### src/rtl/directory_msi.sv
// Two-cache MSI directory with 16 blocks, each holding a state, a presence vector and a memory word.
// Optional DIR_STATS_EN adds saturating read-miss/write-miss counters.
module directory_msi (
    input  logic       Clock,
    input  logic       Reset,
    input  logic       ReqValid,
    output logic       ReqReady,
    input  logic [1:0] ReqOp,
    input  logic       ReqProc,
    input  logic [3:0] ReqAddr,
    input  logic [3:0] ReqData,
    output logic       CohValid,
    output logic [1:0] CohOp,
    output logic       CohProc,
    output logic [3:0] CohAddr,
    input  logic       CohAck,
    input  logic [3:0] CohData,
    output logic       RespValid,
    input  logic       RespReady,
    output logic       RespProc,
    output logic [3:0] RespAddr,
    output logic [3:0] RespData,
    output logic [1:0] RespGrant
`ifdef DIR_STATS_EN
    ,
    output logic [7:0] ReadMissCnt,
    output logic [7:0] WriteMissCnt
`endif
);

    typedef enum logic [1:0] {
        S_IDLE,
        S_LOOKUP,
        S_COH,
        S_REPLY
    } fsm_e;

    typedef enum logic [1:0] {
        D_U = 2'b00,
        D_S = 2'b01,
        D_M = 2'b10
    } dst_e;

    localparam logic [1:0] OP_RD   = 2'b00;
    localparam logic [1:0] OP_WR   = 2'b01;
    localparam logic [1:0] OP_WB   = 2'b10;

    localparam logic [1:0] C_INV   = 2'b00;
    localparam logic [1:0] C_FETCH = 2'b01;
    localparam logic [1:0] C_FINV  = 2'b10;

    localparam logic [1:0] G_WB    = 2'b00;
    localparam logic [1:0] G_S     = 2'b01;
    localparam logic [1:0] G_M     = 2'b10;

    fsm_e       state_q, state_d;
    logic       phase_q, phase_d;
    logic [1:0] op_q, op_d;
    logic       proc_q, proc_d;
    logic [3:0] addr_q, addr_d;
    logic [3:0] data_q, data_d;

    logic       coh_valid_q, coh_valid_d;
    logic [1:0] coh_op_q, coh_op_d;
    logic       coh_proc_q, coh_proc_d;
    logic [3:0] coh_addr_q, coh_addr_d;

    logic       resp_valid_q, resp_valid_d;
    logic       resp_proc_q, resp_proc_d;
    logic [3:0] resp_addr_q, resp_addr_d;
    logic [3:0] resp_data_q, resp_data_d;
    logic [1:0] resp_grant_q, resp_grant_d;

    dst_e       dir_st_q [16];
    logic [1:0] dir_pr_q [16];
    logic [3:0] mem_q    [16];

    dst_e       cur_st;
    logic [1:0] cur_pr;
    logic [3:0] cur_mem;
    logic [1:0] p_bit;
    logic [1:0] q_bit;
    logic       own_m;
    logic       other_m;
    logic       other_s;

    logic       commit;
    dst_e       new_st;
    logic [1:0] new_pr;
    logic       mem_we;
    logic [3:0] mem_wd;

    logic       do_reply;
    logic [3:0] reply_data;
    logic [1:0] reply_grant;
    logic       do_coh;
    logic [1:0] coh_kind;

    assign ReqReady  = (state_q == S_IDLE) && !Reset;
    assign CohValid  = coh_valid_q;
    assign CohOp     = coh_op_q;
    assign CohProc   = coh_proc_q;
    assign CohAddr   = coh_addr_q;
    assign RespValid = resp_valid_q;
    assign RespProc  = resp_proc_q;
    assign RespAddr  = resp_addr_q;
    assign RespData  = resp_data_q;
    assign RespGrant = resp_grant_q;

    // Directory entry of the latched block, seen from the requester's side
    always_comb begin
        cur_st  = dir_st_q[addr_q];
        cur_pr  = dir_pr_q[addr_q];
        cur_mem = mem_q[addr_q];
        p_bit   = proc_q ? 2'b10 : 2'b01;
        q_bit   = ~p_bit;
        own_m   = (cur_st == D_M) && ((cur_pr & p_bit) != 2'b00);
        other_m = (cur_st == D_M) && ((cur_pr & q_bit) != 2'b00);
        other_s = (cur_st == D_S) && ((cur_pr & q_bit) != 2'b00);
    end

    // Protocol decision: next FSM state, directory commit and message launch
    always_comb begin
        state_d     = state_q;
        phase_d     = phase_q;
        op_d        = op_q;
        proc_d      = proc_q;
        addr_d      = addr_q;
        data_d      = data_q;
        commit      = 1'b0;
        new_st      = cur_st;
        new_pr      = cur_pr;
        mem_we      = 1'b0;
        mem_wd      = cur_mem;
        do_reply    = 1'b0;
        reply_data  = cur_mem;
        reply_grant = G_WB;
        do_coh      = 1'b0;
        coh_kind    = C_INV;

        unique case (state_q)
            S_IDLE: begin
                if (ReqValid) begin
                    op_d    = ReqOp;
                    proc_d  = ReqProc;
                    addr_d  = ReqAddr;
                    data_d  = ReqData;
                    phase_d = 1'b0;
                    state_d = S_LOOKUP;
                end
            end
            S_LOOKUP: begin
                if (!phase_q) begin
                    phase_d = 1'b1;
                end else begin
                    unique case (op_q)
                        OP_RD: begin
                            if (other_m) begin
                                do_coh   = 1'b1;
                                coh_kind = C_FETCH;
                            end else begin
                                commit      = 1'b1;
                                new_st      = D_S;
                                new_pr      = (cur_st == D_M) ? p_bit : (cur_pr | p_bit);
                                do_reply    = 1'b1;
                                reply_grant = G_S;
                            end
                        end
                        OP_WR: begin
                            if (other_s) begin
                                do_coh   = 1'b1;
                                coh_kind = C_INV;
                            end else if (other_m) begin
                                do_coh   = 1'b1;
                                coh_kind = C_FINV;
                            end else begin
                                commit      = 1'b1;
                                new_st      = D_M;
                                new_pr      = p_bit;
                                do_reply    = 1'b1;
                                reply_grant = G_M;
                            end
                        end
                        OP_WB: begin
                            do_reply    = 1'b1;
                            reply_grant = G_WB;
                            if (own_m) begin
                                commit     = 1'b1;
                                new_st     = D_U;
                                new_pr     = 2'b00;
                                mem_we     = 1'b1;
                                mem_wd     = data_q;
                                reply_data = data_q;
                            end
                        end
                        default: state_d = S_IDLE;
                    endcase
                end
            end
            S_COH: begin
                if (CohAck) begin
                    commit      = 1'b1;
                    do_reply    = 1'b1;
                    unique case (coh_op_q)
                        C_FETCH: begin
                            mem_we      = 1'b1;
                            mem_wd      = CohData;
                            new_st      = D_S;
                            new_pr      = 2'b11;
                            reply_data  = CohData;
                            reply_grant = G_S;
                        end
                        C_INV: begin
                            new_st      = D_M;
                            new_pr      = p_bit;
                            reply_grant = G_M;
                        end
                        default: begin
                            mem_we      = 1'b1;
                            mem_wd      = CohData;
                            new_st      = D_M;
                            new_pr      = p_bit;
                            reply_data  = CohData;
                            reply_grant = G_M;
                        end
                    endcase
                end
            end
            S_REPLY: begin
                if (RespReady) state_d = S_IDLE;
            end
            default: state_d = S_IDLE;
        endcase

        if (do_reply) state_d = S_REPLY;
        if (do_coh)   state_d = S_COH;
    end

    // Coherence and response message registers, held until their handshake
    always_comb begin
        coh_valid_d  = coh_valid_q;
        coh_op_d     = coh_op_q;
        coh_proc_d   = coh_proc_q;
        coh_addr_d   = coh_addr_q;
        resp_valid_d = resp_valid_q;
        resp_proc_d  = resp_proc_q;
        resp_addr_d  = resp_addr_q;
        resp_data_d  = resp_data_q;
        resp_grant_d = resp_grant_q;

        if (do_coh) begin
            coh_valid_d = 1'b1;
            coh_op_d    = coh_kind;
            coh_proc_d  = ~proc_q;
            coh_addr_d  = addr_q;
        end else if (state_q == S_COH && CohAck) begin
            coh_valid_d = 1'b0;
        end

        if (do_reply) begin
            resp_valid_d = 1'b1;
            resp_proc_d  = proc_q;
            resp_addr_d  = addr_q;
            resp_data_d  = reply_data;
            resp_grant_d = reply_grant;
        end else if (state_q == S_REPLY && RespReady) begin
            resp_valid_d = 1'b0;
        end
    end

    // Control, request latch and message registers
    always_ff @(posedge Clock or posedge Reset) begin
        if (Reset) begin
            state_q      <= S_IDLE;
            phase_q      <= 1'b0;
            op_q         <= 2'b00;
            proc_q       <= 1'b0;
            addr_q       <= 4'h0;
            data_q       <= 4'h0;
            coh_valid_q  <= 1'b0;
            coh_op_q     <= 2'b00;
            coh_proc_q   <= 1'b0;
            coh_addr_q   <= 4'h0;
            resp_valid_q <= 1'b0;
            resp_proc_q  <= 1'b0;
            resp_addr_q  <= 4'h0;
            resp_data_q  <= 4'h0;
            resp_grant_q <= 2'b00;
        end else begin
            state_q      <= state_d;
            phase_q      <= phase_d;
            op_q         <= op_d;
            proc_q       <= proc_d;
            addr_q       <= addr_d;
            data_q       <= data_d;
            coh_valid_q  <= coh_valid_d;
            coh_op_q     <= coh_op_d;
            coh_proc_q   <= coh_proc_d;
            coh_addr_q   <= coh_addr_d;
            resp_valid_q <= resp_valid_d;
            resp_proc_q  <= resp_proc_d;
            resp_addr_q  <= resp_addr_d;
            resp_data_q  <= resp_data_d;
            resp_grant_q <= resp_grant_d;
        end
    end

    // Directory and memory array; reset restores identity memory contents
    always_ff @(posedge Clock or posedge Reset) begin
        if (Reset) begin
            for (int i = 0; i < 16; i++) begin
                dir_st_q[i] <= D_U;
                dir_pr_q[i] <= 2'b00;
                mem_q[i]    <= 4'(i);
            end
        end else if (commit) begin
            dir_st_q[addr_q] <= new_st;
            dir_pr_q[addr_q] <= new_pr;
            if (mem_we) mem_q[addr_q] <= mem_wd;
        end
    end

`ifdef DIR_STATS_EN
    logic       accept;
    logic [7:0] rd_cnt_q, rd_cnt_d;
    logic [7:0] wr_cnt_q, wr_cnt_d;

    assign accept       = (state_q == S_IDLE) && ReqValid;
    assign ReadMissCnt  = rd_cnt_q;
    assign WriteMissCnt = wr_cnt_q;

    // Saturating miss counters bumped on request acceptance
    always_comb begin
        rd_cnt_d = rd_cnt_q;
        wr_cnt_d = wr_cnt_q;
        if (accept && ReqOp == OP_RD && rd_cnt_q != 8'hFF) rd_cnt_d = rd_cnt_q + 8'd1;
        if (accept && ReqOp == OP_WR && wr_cnt_q != 8'hFF) wr_cnt_d = wr_cnt_q + 8'd1;
    end

    // Counter registers
    always_ff @(posedge Clock or posedge Reset) begin
        if (Reset) begin
            rd_cnt_q <= 8'h00;
            wr_cnt_q <= 8'h00;
        end else begin
            rd_cnt_q <= rd_cnt_d;
            wr_cnt_q <= wr_cnt_d;
        end
    end
`endif

endmodule
### config.mk
export PLATFORM = sky130hd
export DESIGN_NAME = directory_msi
export DESIGN_NICKNAME = d
export VERILOG_FILES = /design/src/rtl/directory_msi.sv
export SDC_FILE = /design/constraint.sdc
export NUM_CORES = 1
export LEC_CHECK = 0
export CAP_MARGIN = 20
export CORE_MARGIN = 2
export CORE_UTILIZATION = 50
export CTS_BUF_LIST = sky130_fd_sc_hd__clkbuf_8
export CTS_CLUSTER_SIZE = 28
export DETAILED_ROUTE_END_ITERATION = 6
export HOLD_SLACK_MARGIN = 0.03
export PLACE_DENSITY = 0.72
export SETUP_SLACK_MARGIN = 0.02
export SLEW_MARGIN = 0
export SYNTH_ARGS = -nofsm -noshare
export SYNTH_HDL_FRONTEND = slang
export SYNTH_SLANG_ARGS = --single-unit
### constraint.sdc
create_clock -name Clock -period 6.6 [get_ports Clock]
set_clock_uncertainty 0.2 [all_clocks]
set_input_delay 0.66 -clock Clock [delete_from_list [all_inputs] [get_ports Clock]]
set_output_delay 0.66 -clock Clock [all_outputs]
set_load 0.005 [all_outputs]
-- After elaboration in Yosys (flattened, before gate mapping)
Cells that the tools add are included.
- bits in registers: 162
- latch bits: 0
- memory bits (writable): 0
- memory bits (read-only): 0
- input port bits: 20
- output and inout bits: 21
- memories kept: 0
- add/subtract/negate cells: 0
- multipliers: 0
- divide/modulo/power cells: 0
- magnitude comparators: 2
- equality and inequality tests: 13
- shift operators: 0
- muxes and demuxes: 88
- bitwise logic cells: 6
- reductions and logical operators: 22
- operators with widths (operator ; count):
    2-to-1 mux 2 bit ; 35
    bitwise mux 32 bit ; 2
    bitwise mux 64 bit ; 1
    2-to-1 mux 4 bit ; 8
    2-to-1 mux 1 bit ; 21
    case mux 2 bit (2 select lines) ; 5
    case mux 2 bit (3 select lines) ; 3
    binary-select mux 2 bit (select 4 bit) ; 2
    binary-select mux 4 bit (select 4 bit) ; 1
    demux 4 bit (select 4 bit) ; 1
    != test 4 bit (second input constant) ; 4
    case mux 1 bit (2 select lines) ; 5
    nonzero test 2 bit ; 5
    demux 2 bit (select 4 bit) ; 1
    equality test 2 x 1 -> 1 bit (second input constant) ; 4
    equality test 2 bit (second input constant) ; 4
    case mux 4 bit (2 select lines) ; 1
    logical AND 1 bit ; 7
    zero test 2 bit ; 3
    case mux 1 bit (3 select lines) ; 2
    AND reduction 2 bit ; 3
    >= comparator 5 bit (second input constant) ; 1
    < comparator 5 x 1 -> 1 bit (second input constant) ; 1
    inverter 4 -> 5 bit ; 1
    9 further kinds ; 10

-- Logic depth before layout (Yosys ltp)
Gate-level depths: netlist of the first run.
- depth in word-level cells: 14
- mapped depth: 12
- depth with buffers taken out: 10

-- Worst setup path after synthesis of the first run
OpenSTA, ideal clock, no wires.
- path kind: register to register
- start: register addr_q[0]
- end: register mem_q[22] in the netlist's numbering
- library setup time: 0.132 ns
- arrival time: 3.080 ns
- required time: 6.268 ns
- setup slack: 3.187 ns
- stages on the path, launching flop included: 10
- buffers on the path: 4
- clock period less this slack: 3.413 ns
- cells stage by stage: dfrtp_1 > buf_2 > buf_4 > buf_2 > mux4_2 > mux4_2 > a22o_1 > a222oi_1 > buf_4 > a21oi_1
- cells in the longest elaborated chain, start to end: 13
- RTL lines (item ; line ; source):
    start, declared ; 60 ; logic [3:0] addr_q, addr_d;
    start signal, assigned ; 294 ; addr_q <= addr_d;
    inverter 4 -> 5 bit (not written as such) * ; -- ;
    binary-select mux 2 bit (select 4 bit) ; 113 ; cur_pr = dir_pr_q[addr_q];
    2-to-1 mux 2 bit (not written as such) (2 in series) ; 113 ;
    bitwise AND 2 bit ; 118, 119 ;
    nonzero test 2 bit ; 118, 119 ;
    logical AND 1 bit ; 118 ; other_m = (cur_st == D_M) && ((cur_pr & q_bit) != 2'b00);
    2-to-1 mux 1 bit ; 158, 173 ;
    2-to-1 mux 1 bit ; 170 ; if (other_s) begin
    case mux 1 bit (3 select lines) ; 156 ; unique case (op_q)
    2-to-1 mux 1 bit ; 153 ; if (!phase_q) begin
    case mux 1 bit (2 select lines) ; 141 ; unique case (state_q)
    AND reduction 2 bit (no source line) ; -- ;
    end signal, assigned by index ; 314 ; mem_q[i] <= 4'(i);
    end signal, assigned by index ; 319 ; if (mem_we) mem_q[addr_q] <= mem_wd;
    end, declared ; 76 ; logic [3:0] mem_q [16];
Mark *: on every way between the ends. The rest lies on a longest branch, timed or not. The select of a mux whose other input is x is not followed.
A chain may end at the register's enable or synchronous reset.

-- Final worst setup path of the first run
- start: register addr_q[1]
- end: register resp_addr_q[1], in the netlist RespAddr[1]
- cells in the longest elaborated chain, start to end: 12
- RTL lines (item ; line ; source):
    inverter 4 -> 5 bit (not written as such) ; 112, 113 ;
    binary-select mux 2 bit (select 4 bit) ; 113 ;
    2-to-1 mux 2 bit (not written as such) (2 in series) ; 113 ;
    bitwise AND 2 bit ; 118, 119 ;
    nonzero test 2 bit ; 118, 119 ;
    logical AND 1 bit ; 118 ;
    2-to-1 mux 1 bit ; 158, 173 ;
    2-to-1 mux 1 bit ; 170 ;
    case mux 1 bit (3 select lines) ; 156 ;
    2-to-1 mux 1 bit ; 153 ;
    case mux 1 bit (2 select lines) ; 141 ;
    end signal, assigned ; 302 ; resp_addr_q <= resp_addr_d;
    end, declared ; 70 ; logic [3:0] resp_addr_q, resp_addr_d;
Several ways; a longest one is shown, not always the timed one. The select of a mux whose other input is x is not followed.

==> reports/metrics.csv, run 1 <==
metric,value,unit
core_area,0.0157,mm^2
synth_top_area_share,40.8,%
dr.pass1.iters,6,
path_cells,"mux4_2, mux2i_1, mux2i_1, or2_2, a21o_1, a211oi_1, nand2b_1, mux2_2",
arrival,4690,ps
r2r-start,addr_q[1],
holdWs,269,ps
worstPathRequired,6760,ps
cts_resized,0,
via_per_inst,6.02,
r2r_slack,2070,ps
clock_sinks,162,
yosysTopAreaCell,dfrtp_1,
p_leak,3.94,nW
startpoint_type,register,
grt_pass1_vias,5271,
postSynth.asyncResetShare,100,%
portBuffers,40,
yosysWarningCount,0,
rr_worst_depth,8,
combPwrFrac,36.0,%
finalNetCount,692,
clk_pin_slew,90,ps
cp_slowest_cell,dfrtp_2,
synthTopCellsByArea,"dfrtp_1 (41%), mux2_2 (15%), dfstp_2 (11%)",
drive_above_1_share,32.4,%
rsz0062_at_grt,no,
fmax,0.221,GHz
htree_num_levels,4,
finalSetupViolations,0,
worst_pin_slew,1160,ps
die_y,130,um
syn_area_per_cell,12.4,um^2
antenna_left,0,
drv_cap,0,
switching_share,36.9,%
n_antenna_cell,0,
crit_type,register to register,
power.share.clock,22.2,%
hold_class,register to register,
track_usage,22.8,%
final_util,57.0,%
place_area,0.00852,mm^2
design_area,0.00896,mm^2
clockBufferDepth,2,
path_max_fanout,39,
wirelength,18.3,mm
vias,5387,
cp_num_buf_inv,0,
io_pins,41,
setup_tns,0,ps
rows,46,
worst_path_dominant_cell_family,multiplexers,
dpl.hpwl,12.5,mm
netlist_area,0.00797,mm^2
switchingPower,1.31,mW
grt_pass1_wl,29.0,mm
min_period,4530,ps
crit_top_cell,mux2i_1,
worst_slack,2070,ps
grt_overflow,0,
drtIter0Drc,637,
pwr-share-seq,41.8,%
synth-main-ff-cell,dfrtp_1,
grt_max_degree,87,
ir_worst_vdd,0.000207,V
ctsHoldBuffers,0,
hold_depth,2,
synth_cells,643,
synth_nets,669,
drv_slew,0,
cts_tree,built,
syn_to_final_growth,12.4,%
seq_area_frac_synth,51.3,%
place_congestion,0.898,
fp.dieW,130,um
hold_end,mem_q[10],
die_area,0.0170,mm^2
start_util,50.7,%
hp-start,mem_q[10],
r2r-end,RespAddr[1],
wire_per_inst,20.5,um
cellInternalPower,2.24,mW
hold_viol,0,
cts_buffers,17,
synth_cell_types,54,
dp_slack,2040,ps
cts_root_buffer,clkbuf_8,
synth_edf_count,0,
antenna_found_initial,0,
critPathMaxStageDelay,1060,ps
drc_errors,0,
post_cts_buffers,0,
p_per_area,396,mW/mm^2
slew_headroom,22.0,%
yosys_register_bits,162,
outcome,finished clean,
end_kind,register,
period_share,68.7,%
clk_latency,460,ps
logic make-up (layout without fill, tap and decap cells):
kind of cell	after synthesis	in the layout	synth area share, %
xor+xnor	1	1	0.110
flops	162	162	51.3
fa+ha+maj	6	6	0.942
compound gates	119	119	9.10
buf+inv	62	98	3.41
mux	154	154	27.1
simple gates	139	139	7.94
cell usage after synthesis, types with 8 or more instances:
library cell    n
mux2_2        106
nand3_1        28
o21ai_0        43
dfrtp_1       130
nor2_1         33
inv_1          15
and3_1          8
nand2_1        50
o21ai_1         8
mux2i_1        10
clkbuf_1       29
mux4_2         34
dfstp_2        32
a21oi_1        32
how the worst max path moves through the flow:
| stage | startpoint | endpoint | slack, ps | cells past startpoint |
|---|---|---|---|---|
| 2_1_floorplan | Reset | CohAddr[0] | 1420 | 1 |
| 3_3_place_gp | addr_q[2] | mem_q[63] | 2110 | 8 |
| 3_5_place_dp | addr_q[1] | dir_st_q[7] | 2040 | 7 |
| 4_1_cts | addr_q[1] | dir_st_q[9] | 1970 | 7 |
| 5_1_grt | addr_q[1] | RespGrant[0] | 1780 | 8 |
| 6_report | addr_q[1] | RespAddr[1] | 2070 | 8 |
state kept, by name, indices dropped and copies added, names as in the netlist:
register / flops
RespData: 4
CohValid: 1
CohAddr: 4
data_q: 4
CohOp: 2
RespValid: 1
proc_q: 1
phase_q: 1
RespGrant: 2
RespProc: 1
op_q: 2
addr_q: 4
dir_pr_q: 32
state_q: 2
RespAddr: 4
CohProc: 1
mem_q: 64
dir_st_q: 32
cell type report:
type / instances / area (um^2)
Clock inverter: 13 / 168
Sequential cell: 162 / 4100
Inverter: 16 / 65.1
Clock buffer: 19 / 262
Timing Repair Buffer: 50 / 495
Fill cell: 1217 / 6750
Tap cell: 216 / 270
Multi-Input combinational cell: 419 / 3610
power by group through the flow:
stage	Clock (mW)	Combinational [mW]	Sequential [mW]
after detailed placement	0	1.25	1.50
after floorplan	0	1.01	1.30
after global routing	0.844	1.37	1.52
after global placement	0	1.18	1.51
after CTS	0.800	1.26	1.48
final	0.789	1.28	1.48
tightest hold or removal path: stages (launching register included):
cell and delay (ps):
dfstp_2 380, nand2_1 40, o21ai_1 50
through the flow:
step / power [mW] / std cells
floorplan: 2.31 / 643
global placement: 2.69 / 860
detailed placement: 2.76 / 861
CTS: 3.55 / 893
global route: 3.74 / 895
finish: 3.55 / 895
routing by layer:
metal,up-vias,GRT usage [%],share of wire [%]
met2,199,36.4,49
met4,0,7.97,1.5
met3,23,4.88,6.3
li1,2423,-,-
met1,2742,31.2,44
met5,-,0,0
layout by cell type (no fill, tap or decap), drive strengths merged, types with 10 or more instances in the layout:
master | netlist | routed
a21oi | 32 | 32
buf | 17 | 10
clkbuf | 29 | 19
clkdlybuf4s50 | 0 | 40
dfrtp | 130 | 130
dfstp | 32 | 32
inv | 15 | 20
mux2 | 106 | 106
mux2i | 10 | 10
mux4 | 38 | 38
nand2 | 52 | 52
nand3 | 28 | 28
nor2 | 33 | 33
o21ai | 51 | 51
Note: power is estimated with default switching activity, not from simulation.
==> run 2, diff against run 1 <==
Clock period 6.6 ns to 4.5 ns, I/O delays scaled along.
==> reports/metrics.csv, run 2 (synthesized netlist as in run 1, its figures left out) <==
metric,value,unit
slew_headroom,35.7,%
fmax,0.244,GHz
cts_buffers,17,
top_register,mem_q,
path_cells,"mux4_1, mux2i_1, mux4_2, a21oi_1, o21ai_1, nand3_1, mux2_2",
holdWs,270,ps
rsz0062_at_grt,no,
cts_root_buffer,clkbuf_8,
grt_overflow,0,
die_y,130,um
met1_usage,31.6,%
ir_worst_vdd,0.000259,V
drtIter0Drc,685,
setup_tns,0,ps
fp.dieW,130,um
via_per_inst,6.06,
clock_sinks,162,
end_kind,register,
pwr-share-seq,41.3,%
portBuffers,40,
antenna_found_initial,0,
startpoint_type,register,
io_pins,41,
finalNetCount,698,
place_congestion,0.953,
p_leak,3.92,nW
period_share,91.1,%
reg_top3,"mem_q: 64 flops, dir_pr_q: 32 flops, dir_st_q: 32 flops",
outcome,finished clean,
met2_usage,36.1,%
global_route.usage.met3,4.88,%
combPwrFrac,39.1,%
start_util,50.7,%
finalSetupViolations,0,
power.share.clock,19.6,%
n_antenna_cell,0,
antenna_left,0,
wire_per_inst,20.1,um
hold_class,register to register,
hold_viol,0,
arrival,4250,ps
clk_pin_slew,90,ps
post_cts_buffers,0,
min_period,4100,ps
rows,46,
path_max_fanout,18,
track_usage,22.8,%
vias,5459,
switchingPower,1.91,mW
p_per_area,562,mW/mm^2
grt_max_degree,163,
die_area,0.0170,mm^2
mostFrequentLayoutCells,"dfrtp_1 (128), mux2_2 (106), nand2_1 (50), o21ai_0 (43), clkdlybuf4s50_1 (40)",
grt_pass1_vias,5470,
largest_reg_flops,64,
busiest_layer,met2,
htree_num_levels,4,
crit_type,register to register,
cts_resized,0,
worst_pin_slew,958,ps
critPathMaxStageDelay,760,ps
drv_cap,0,
clk_latency,470,ps
switching_share,38.0,%
layout_commonest_cell,dfrtp_1,
wirelength,18.1,mm
drive_above_1_share,33.3,%
grt_pass1_wl,29.3,mm
ctsHoldBuffers,0,
worstPathRequired,4650,ps
dpl.hpwl,12.4,mm
drc_errors,0,
core_area,0.0157,mm^2
dr.pass1.iters,5,
clockBufferDepth,2,
cts_tree,built,
drv_slew,0,
cp_slowest_cell,o21ai_1,
syn_to_final_growth,12.1,%
cellInternalPower,3.12,mW
==> run 2: per-layer routing <==
layer,vias to the layer above,wire length (um)
met1,2769,7930
met2,226,8710
met4,0,347
met3,35,1100
met5,-,0
li1,2429,-
==> run 2: through the flow <==
stage	total power, mW	util, %	cell area (um^2)	cells	setup WS (ps)
after floorplan	3.39	-	7980	643	1090
after global placement	3.96	54.5	8560	867	600
after detailed placement	4.05	54.5	8560	868	460
after CTS	5.03	56.8	8930	900	429
after global routing	5.32	56.9	8930	901	91.3
final	5.02	56.9	8930	901	399
==> run 2: worst max-delay path, delay by kind of cell (launching register included) <==
kind / cells / cell delay [ps]
multiplexers: 4 / 1710
AND/OR/NAND/NOR: 1 / 480
AO/OA/AOI/OAI: 2 / 850
flip-flops: 1 / 720
==> run 2: cell type report <==
class,count,area (um^2)
well taps,216,270
flip-flops and latches,162,4100
clock inverters,14,115
multi-input cells,419,3610
inverters,16,63.8
fillers,1271,6780
clock buffers,18,248
repair buffers,56,533
==> run 2: power by group through the flow <==
stage	sequential [mW]	combinational [mW]	clock [mW]
4_1_cts	2.07	1.95	1.01
6_report	2.07	1.97	0.983
5_1_grt	2.12	2.13	1.07
2_1_floorplan	1.91	1.48	0
3_5_place_dp	2.10	1.95	0
3_3_place_gp	2.08	1.89	0
==> run 2: path summary, 6_finish.rpt <==
check / cells after the start / slack, ps / to / startpoint
worst max-delay path: 7 / 400 / dir_pr_q[23] / addr_q[1]
worst min-delay path: 2 / 270 / mem_q[5] / mem_q[5]
worst max register to register: 7 / 400 / dir_pr_q[23] / addr_q[1]
worst min register to register: 2 / 270 / mem_q[5] / mem_q[5]
max in group asynchronous: 3 / 3010 / dir_st_q[19] / Reset
min in group asynchronous: 3 / 360 / RespGrant[0] / Reset
